File: src/rtl/quad_step_decoder_if.sv
// quad_step_decoder_if: quadrature inputs and step/error outputs of quad_step_decoder.
// The master side drives the quadrature channels. The slave side (the decoder) drives
// the step, error and direction outputs.
interface quad_step_decoder_if;
   logic a_in;
   logic b_in;
   logic up;
   logic dn;
   logic err;
   logic dir;

   modport master (
      output a_in,
      output b_in,
      input  up,
      input  dn,
      input  err,
      input  dir
   );

   modport slave (
      input  a_in,
      input  b_in,
      output up,
      output dn,
      output err,
      output dir
   );
endinterface

File: src/rtl/quad_step_decoder.sv
// quad_step_decoder: synchronizes asynchronous quadrature channels A/B and decodes Gray-code
// transitions into mutually exclusive one-cycle up/dn pulses. A double-bit change is
// reported on err and is not counted.
// Optional glitch filter: define QUAD_STEP_FILTER_EN to build it in. Each channel must then
// hold a new level for FILTER_LEN cycles before it is accepted. Without the macro the
// synchronized inputs feed the decoder directly and FILTER_LEN has no effect.
module quad_step_decoder #(
   parameter int unsigned FILTER_LEN = 4
) (
   input logic                clk,
   input logic                rst,
   quad_step_decoder_if.slave qd_io
);

   typedef enum logic [0:0] {StInit, StTrack} state_e;

   // Stops elaboration if FILTER_LEN is outside 1..15, which the 4-bit filter counters need.
   if (FILTER_LEN < 1 || FILTER_LEN > 15) begin : gen_bad_filter_len
      $error("quad_step_decoder: FILTER_LEN must be in 1..15");
   end

   // Position of {a,b} along the forward cycle 00 -> 10 -> 11 -> 01.
   function automatic logic [1:0] gray_pos(input logic [1:0] ab);
      logic [1:0] pos;
      case (ab)
         2'b00:   pos = 2'd0;
         2'b10:   pos = 2'd1;
         2'b11:   pos = 2'd2;
         default: pos = 2'd3;
      endcase
      return pos;
   endfunction

   // Bit 1 is channel A and bit 0 is channel B throughout.
   logic [1:0] s1_q, s1_d;
   logic [1:0] s2_q, s2_d;
   state_e     state_q, state_d;
   logic [1:0] init_cnt_q, init_cnt_d;
   logic [1:0] prev_q, prev_d;
   logic       up_q, up_d;
   logic       dn_q, dn_d;
   logic       err_q, err_d;
   logic       dir_q, dir_d;
   logic [1:0] cur;
   logic [1:0] step;

`ifdef QUAD_STEP_FILTER_EN
   localparam logic [3:0] FiltLenC = 4'(FILTER_LEN);

   logic [1:0]      f_q, f_d;
   logic [1:0][3:0] cnt_q, cnt_d;

   assign cur = f_q;
`else
   assign cur = s2_q;
`endif

   // Step distance modulo 4: 1 = forward, 3 = reverse, 2 = both bits changed.
   assign step = gray_pos(cur) - gray_pos(prev_q);

   // Next state for the synchronizer, the filter, the INIT/TRACK FSM and the registered outputs.
   always_comb begin
      s1_d       = {qd_io.a_in, qd_io.b_in};
      s2_d       = s1_q;
      state_d    = state_q;
      init_cnt_d = init_cnt_q;
      prev_d     = prev_q;
      up_d       = 1'b0;
      dn_d       = 1'b0;
      err_d      = 1'b0;
      dir_d      = dir_q;

`ifdef QUAD_STEP_FILTER_EN
      f_d   = f_q;
      cnt_d = cnt_q;
      for (int i = 0; i < 2; i++) begin
         if (s2_q[i] == f_q[i]) begin
            cnt_d[i] = 4'd0;
         end else if (cnt_q[i] == FiltLenC - 4'd1) begin
            // This edge would bring the counter to FILTER_LEN, so the new level is accepted.
            f_d[i]   = s2_q[i];
            cnt_d[i] = 4'd0;
         end else begin
            cnt_d[i] = cnt_q[i] + 4'd1;
         end
      end
`endif

      case (state_q)
         StInit: begin
            if (init_cnt_q == 2'd2) begin
               // Start tracking from the current input levels so that a non-zero
               // level at reset produces no event.
               state_d    = StTrack;
               init_cnt_d = 2'd0;
               prev_d     = s2_q;
`ifdef QUAD_STEP_FILTER_EN
               f_d   = s2_q;
               cnt_d = '0;
`endif
            end else begin
               init_cnt_d = init_cnt_q + 2'd1;
            end
         end
         StTrack: begin
            prev_d = cur;
            case (step)
               2'd1: begin
                  up_d  = 1'b1;
                  dir_d = 1'b1;
               end
               2'd3: begin
                  dn_d  = 1'b1;
                  dir_d = 1'b0;
               end
               2'd2:    err_d = 1'b1;
               default: ;
            endcase
         end
         default: state_d = StInit;
      endcase
   end

   // All state and outputs; rst clears them at once without waiting for a clock edge.
   always_ff @(posedge clk or posedge rst) begin
      if (rst) begin
         s1_q       <= 2'b00;
         s2_q       <= 2'b00;
         state_q    <= StInit;
         init_cnt_q <= 2'd0;
         prev_q     <= 2'b00;
         up_q       <= 1'b0;
         dn_q       <= 1'b0;
         err_q      <= 1'b0;
         dir_q      <= 1'b1;
`ifdef QUAD_STEP_FILTER_EN
         f_q        <= 2'b00;
         cnt_q      <= '0;
`endif
      end else begin
         s1_q       <= s1_d;
         s2_q       <= s2_d;
         state_q    <= state_d;
         init_cnt_q <= init_cnt_d;
         prev_q     <= prev_d;
         up_q       <= up_d;
         dn_q       <= dn_d;
         err_q      <= err_d;
         dir_q      <= dir_d;
`ifdef QUAD_STEP_FILTER_EN
         f_q        <= f_d;
         cnt_q      <= cnt_d;
`endif
      end
   end

   assign qd_io.up  = up_q;
   assign qd_io.dn  = dn_q;
   assign qd_io.err = err_q;
   assign qd_io.dir = dir_q;

endmodule

File: src/flat_wrapper.sv
// flat-port wrapper written by rule: the top's interface ports become plain ports
module quad_step_decoder_flat 
#(
   parameter int unsigned FILTER_LEN = 4
)
  (clk, rst, qd_io_a_in, qd_io_b_in, qd_io_up, qd_io_dn, qd_io_err, qd_io_dir);
  quad_step_decoder_if qd_io_i ();
  input logic clk;
  input logic rst;
  input wire logic [$bits(qd_io_i.a_in)-1:0] qd_io_a_in;
  input wire logic [$bits(qd_io_i.b_in)-1:0] qd_io_b_in;
  output wire logic [$bits(qd_io_i.up)-1:0] qd_io_up;
  output wire logic [$bits(qd_io_i.dn)-1:0] qd_io_dn;
  output wire logic [$bits(qd_io_i.err)-1:0] qd_io_err;
  output wire logic [$bits(qd_io_i.dir)-1:0] qd_io_dir;
  assign qd_io_i.a_in = qd_io_a_in;
  assign qd_io_i.b_in = qd_io_b_in;
  assign qd_io_up = qd_io_i.up;
  assign qd_io_dn = qd_io_i.dn;
  assign qd_io_err = qd_io_i.err;
  assign qd_io_dir = qd_io_i.dir;
  quad_step_decoder #(.FILTER_LEN(FILTER_LEN)) u_core (.clk(clk), .rst(rst), .qd_io(qd_io_i));
endmodule
File: config.mk
export PLATFORM = sky130hd
export DESIGN_NAME = quad_step_decoder_flat
export DESIGN_NICKNAME = d
export VERILOG_FILES = /design/src/rtl/quad_step_decoder_if.sv /design/src/rtl/quad_step_decoder.sv /design/src/flat_wrapper.sv
export SDC_FILE = /design/constraint.sdc
export NUM_CORES = 1
export LEC_CHECK = 0
export ABC_AREA = 1
export CAP_MARGIN = 15
export CORE_AREA = 2 2 39 41
export CTS_CLUSTER_DIAMETER = 120
export DETAILED_ROUTE_END_ITERATION = 12
export DIE_AREA = 0 0 41 43
export DONT_BUFFER_PORTS = 1
export GPL_TIMING_DRIVEN = 0
export PLACE_DENSITY = 0.66
export SYNTH_ARGS = -nofsm -noshare
export SYNTH_HDL_FRONTEND = slang
export SYNTH_SLANG_ARGS = --single-unit
File: constraint.sdc
create_clock -name clk -period 1.4 [get_ports clk]
set_clock_uncertainty 0.1 [all_clocks]
set_input_delay 0.07 -clock clk [delete_from_list [all_inputs] [get_ports clk]]
set_output_delay 0.07 -clock clk [all_outputs]
set_load 0.005 [all_outputs]
==> results.md <==
- Core ar.: 1380 sq um
- Root buf cell: clkbuf_4
- Clock H-tree levels: 1
- Dpl hpwl: 619 um
- Synth Register Bits: 13
- Post-synthesis cell count: 65
- Sequential group share of total power: 53.4%
- Most instantiated cells after synthesis: 17 x nand2_1, 13 x inv_1, 12 x dfrtp_1, 5 x ha_1, 5 x nor2_1
- Total global-route track usage: 13.7%
- Area Growth Syn to Fin: 37.3%
- Switching Fraction: 26.1%
- Initial antenna violation count: 0
- Port buffer count: 0
- Post-DR wirelength/cell: 10.6 um
- Sequential Area: 327 sq um
- Fin. max-slew vios: 0
- Vias in the first global route: 436
- Multi-input gate area: 304 sq um
- Largest net degree at the start of global routing: 14
- Slew margin rel.: 68.9%
- WP data required: 1.46 ns
- Final worst setup slack: -0.0333 ns
- VDD IR max: 0.589 mV
- Synth top area share: 51.5%
- Via count: 422
- CTS tree: built
- RSZ-0062 raised after global routing: true
- Post-Route Setup TNS: -0.0453 ns
- NetSw: 214 uW
- CP Max Fanout: 3
- Pleak: 0.000394 uW
- Finish-stage setup viols: 2
- Antenna-violating nets left: 0
- Final Net Count: 87
- Status: finished, violations left
- Syn_nets: 74
- Count leader, synth: nand2_1
- Data arrival, critical path: 1.50 ns
- Sequential share of the synthesized area: 56.0%
- Asr flop ratio synth: 100%
- Final hold vios: 0
- Number of I/O pins: 8
- Failing checks: setup timing
- DR pass1 iterations: 4
- Post-Synth Simple-Gate Area: 17.8%
- Worst r2r src: u_core.prev_q[0]$_DFFE_PP0P_
- Worst skew pair latency: 0.26 ns
- Post-synthesis xor/xnor area fraction: 0%
- Fmax: 0.698 GHz
- Area leader, netlist: dfrtp_1
- Chip width: 41 um
- Post-synthesis adder-cell area fraction: 10.7%
- Final core occ: 57.9%
- Share of cells above drive strength 1: 36.4%
- First-pass GRT wire length: 1590 um
- Grt total ovfl: 0
- Comb pwr share: 20.1%
- WS Path Type: reg2reg
- Clock power share: 26.5%
- Mux cell area share after synthesis: 0%
- Synth Area in Compound Gates: 5.79%
- Clock transition at path regs: 0.07 ns
- Number of synthesized flops with an enable pin: 0
- Drt drc: 0
- CTS Buf Count: 3
- Die Height: 43 um
- 1st-iter DRT viols: 2
- Die area: 1760 sq um
- Slowest CP cell: dfrtp_1
- Final worst path period share: 102%
- Power Internal: 606 uW
- Top FF cell, synth: dfrtp_1
- Worst R2R Path Depth: 9
- Clk buf depth: 2
- Antenna Cells: 0
- CP endpoint kind: flop
- Routed WL: 985 um
- Max Cap Violations: 0
- Netlist cell types: 13
- Clock sinks: 13
- Buffers & Inverters on Critical Path: 3
- Via density: 4.54
- Core Rows: 14
- Critical path, cell by cell: ha_4, inv_2, ha_4, inv_2, nand2_2, nand2_1, nand2_1, nand3_2, inv_1
- Top delay family on crit path: adder cells
- Final GP Congestion: 0.765
- Critical Path Start Type: flop
- Worst min-delay path category: in2async
- Starting Density: 42.1%
- Post-Syn Area: 583 sq um
- Syn. warnings: 0
- Worst reg2reg setup slack: -0.03 ns
- Reg2Reg Capture Point: u_core.qd_io.up$_DFF_PP0_
- CP peak stage delay: 0.41 ns
- Pwr dens: 1020 nW/um^2
- Minimum clock period: 1.43 ns
- Main combinational cell family by area after synthesis: simple AND/OR/NAND/NOR gates
- Top cells by area, synth: dfrtp_1 52%, nand2_1 11%, ha_1 11%
- Worst Tran Pin Value: 0.467 ns
- Syn_area_per_cell: 8.97 sq um
- Fill cell count: 116
## worst max path at each step
| stage | from | end | slack, ns | depth (start not counted) |
|---|---|---|---|---|
| final | u_core.prev_q[0]$_DFFE_PP0P_ | u_core.qd_io.up$_DFF_PP0_ | -0.03 | 9 |
| after global routing | u_core.prev_q[1]$_DFFE_PP0P_ | u_core.qd_io.up$_DFF_PP0_ | -0.09 | 10 |
| after floorplan | u_core.cur[0]$_DFF_PP0_ | u_core.qd_io.up$_DFF_PP0_ | 0.004 | 8 |
| after detailed placement | u_core.prev_q[0]$_DFFE_PP0P_ | u_core.qd_io.up$_DFF_PP0_ | -0.08 | 8 |
| after global placement | u_core.prev_q[0]$_DFFE_PP0P_ | u_core.qd_io.up$_DFF_PP0_ | -0.08 | 8 |
| after CTS | u_core.prev_q[1]$_DFFE_PP0P_ | u_core.qd_io.up$_DFF_PP0_ | -0.02 | 10 |
## layout make-up
| class | count | area share, % |
|---|---|---|
| multi-input cells | 37 | 38.0 |
| repair buffers | 8 | 8.44 |
| clock buffers | 4 | 3.28 |
| flip-flops and latches | 13 | 40.8 |
| inverters | 15 | 7.03 |
| well taps | 16 | 2.50 |
## power by group through the flow
| stage | registers, uW | clock network (uW) | logic [uW] |
|---|---|---|---|
| global placement | 446 | 0 | 95.7 |
| detailed placement | 446 | 0 | 97.4 |
| floorplan | 442 | 0 | 82.1 |
| CTS | 438 | 230 | 144 |
| global route | 442 | 251 | 184 |
| finish | 438 | 217 | 165 |
## flip-flops by register name, indices dropped and copies added (netlist names)
| register | cells |
|---|---|
| u_core.qd_io.dir | 1 |
| u_core.qd_io.dn | 1 |
| u_core.qd_io.up | 1 |
| u_core.init_cnt_q | 2 |
| u_core.state_q | 1 |
| u_core.prev_q | 2 |
| u_core.s1_q | 2 |
| u_core.cur | 2 |
| u_core.qd_io.err | 1 |
## cells by family (layout without fill, tap and decap cells)
family | after synthesis | in the layout
and+or+nand+nor | 26 | 26
buffers and inverters | 15 | 27
DFF | 13 | 13
AOI/OAI and AO/OA | 6 | 6
adders and majority gates | 5 | 5
## metrics by stage
step / std cells / worst slack (ns) / hold slack (ns) / cell area (sq um) / total power (uW)
2_1_floorplan: 65 / 0.00396 / -0.154 / 588 / 524
3_3_place_gp: 81 / -0.0772 / -0.101 / 608 / 542
3_5_place_dp: 81 / -0.0828 / -0.0946 / 608 / 544
4_1_cts: 92 / -0.0249 / 0.162 / 743 / 812
5_1_grt: 93 / -0.0919 / 0.203 / 801 / 878
6_report: 93 / -0.0333 / 0.157 / 801 / 820
## routing by layer
metal	GRT usage (%)	up-vias	routed length (um)	part of all wire [%]
li1	-	218	-	-
met1	14.1	198	423	43
met2	22.5	4	526	53
met3	3.14	2	25	2.5
met4	10.0	0	9	0.91
met5	0	-	0	0
## cells in the final DEF (no fill, tap or decap), types with 2 or more instances in the layout
master	Yosys	layout
nor2_4	0	3
dfrtp_1	12	12
o21ai_1	3	2
nand2_1	17	14
nand3_2	0	2
ha_4	0	5
inv_2	2	4
clkbuf_4	0	3
nand2_2	0	3
inv_1	13	11
o21ai_2	1	2
dlygate4sd3_1	0	3
nor2_1	5	3
buf_4	0	5
## timing repair
action,4_1_cts,5_1_grt
hold buffers,3,0
setup buffers,4,1
pin swaps,4,2
endpoints found under the hold margin,15,0
gates resized for setup,10,9
endpoints found under the setup margin,3,4
Note: power is estimated with default switching activity, not from simulation.
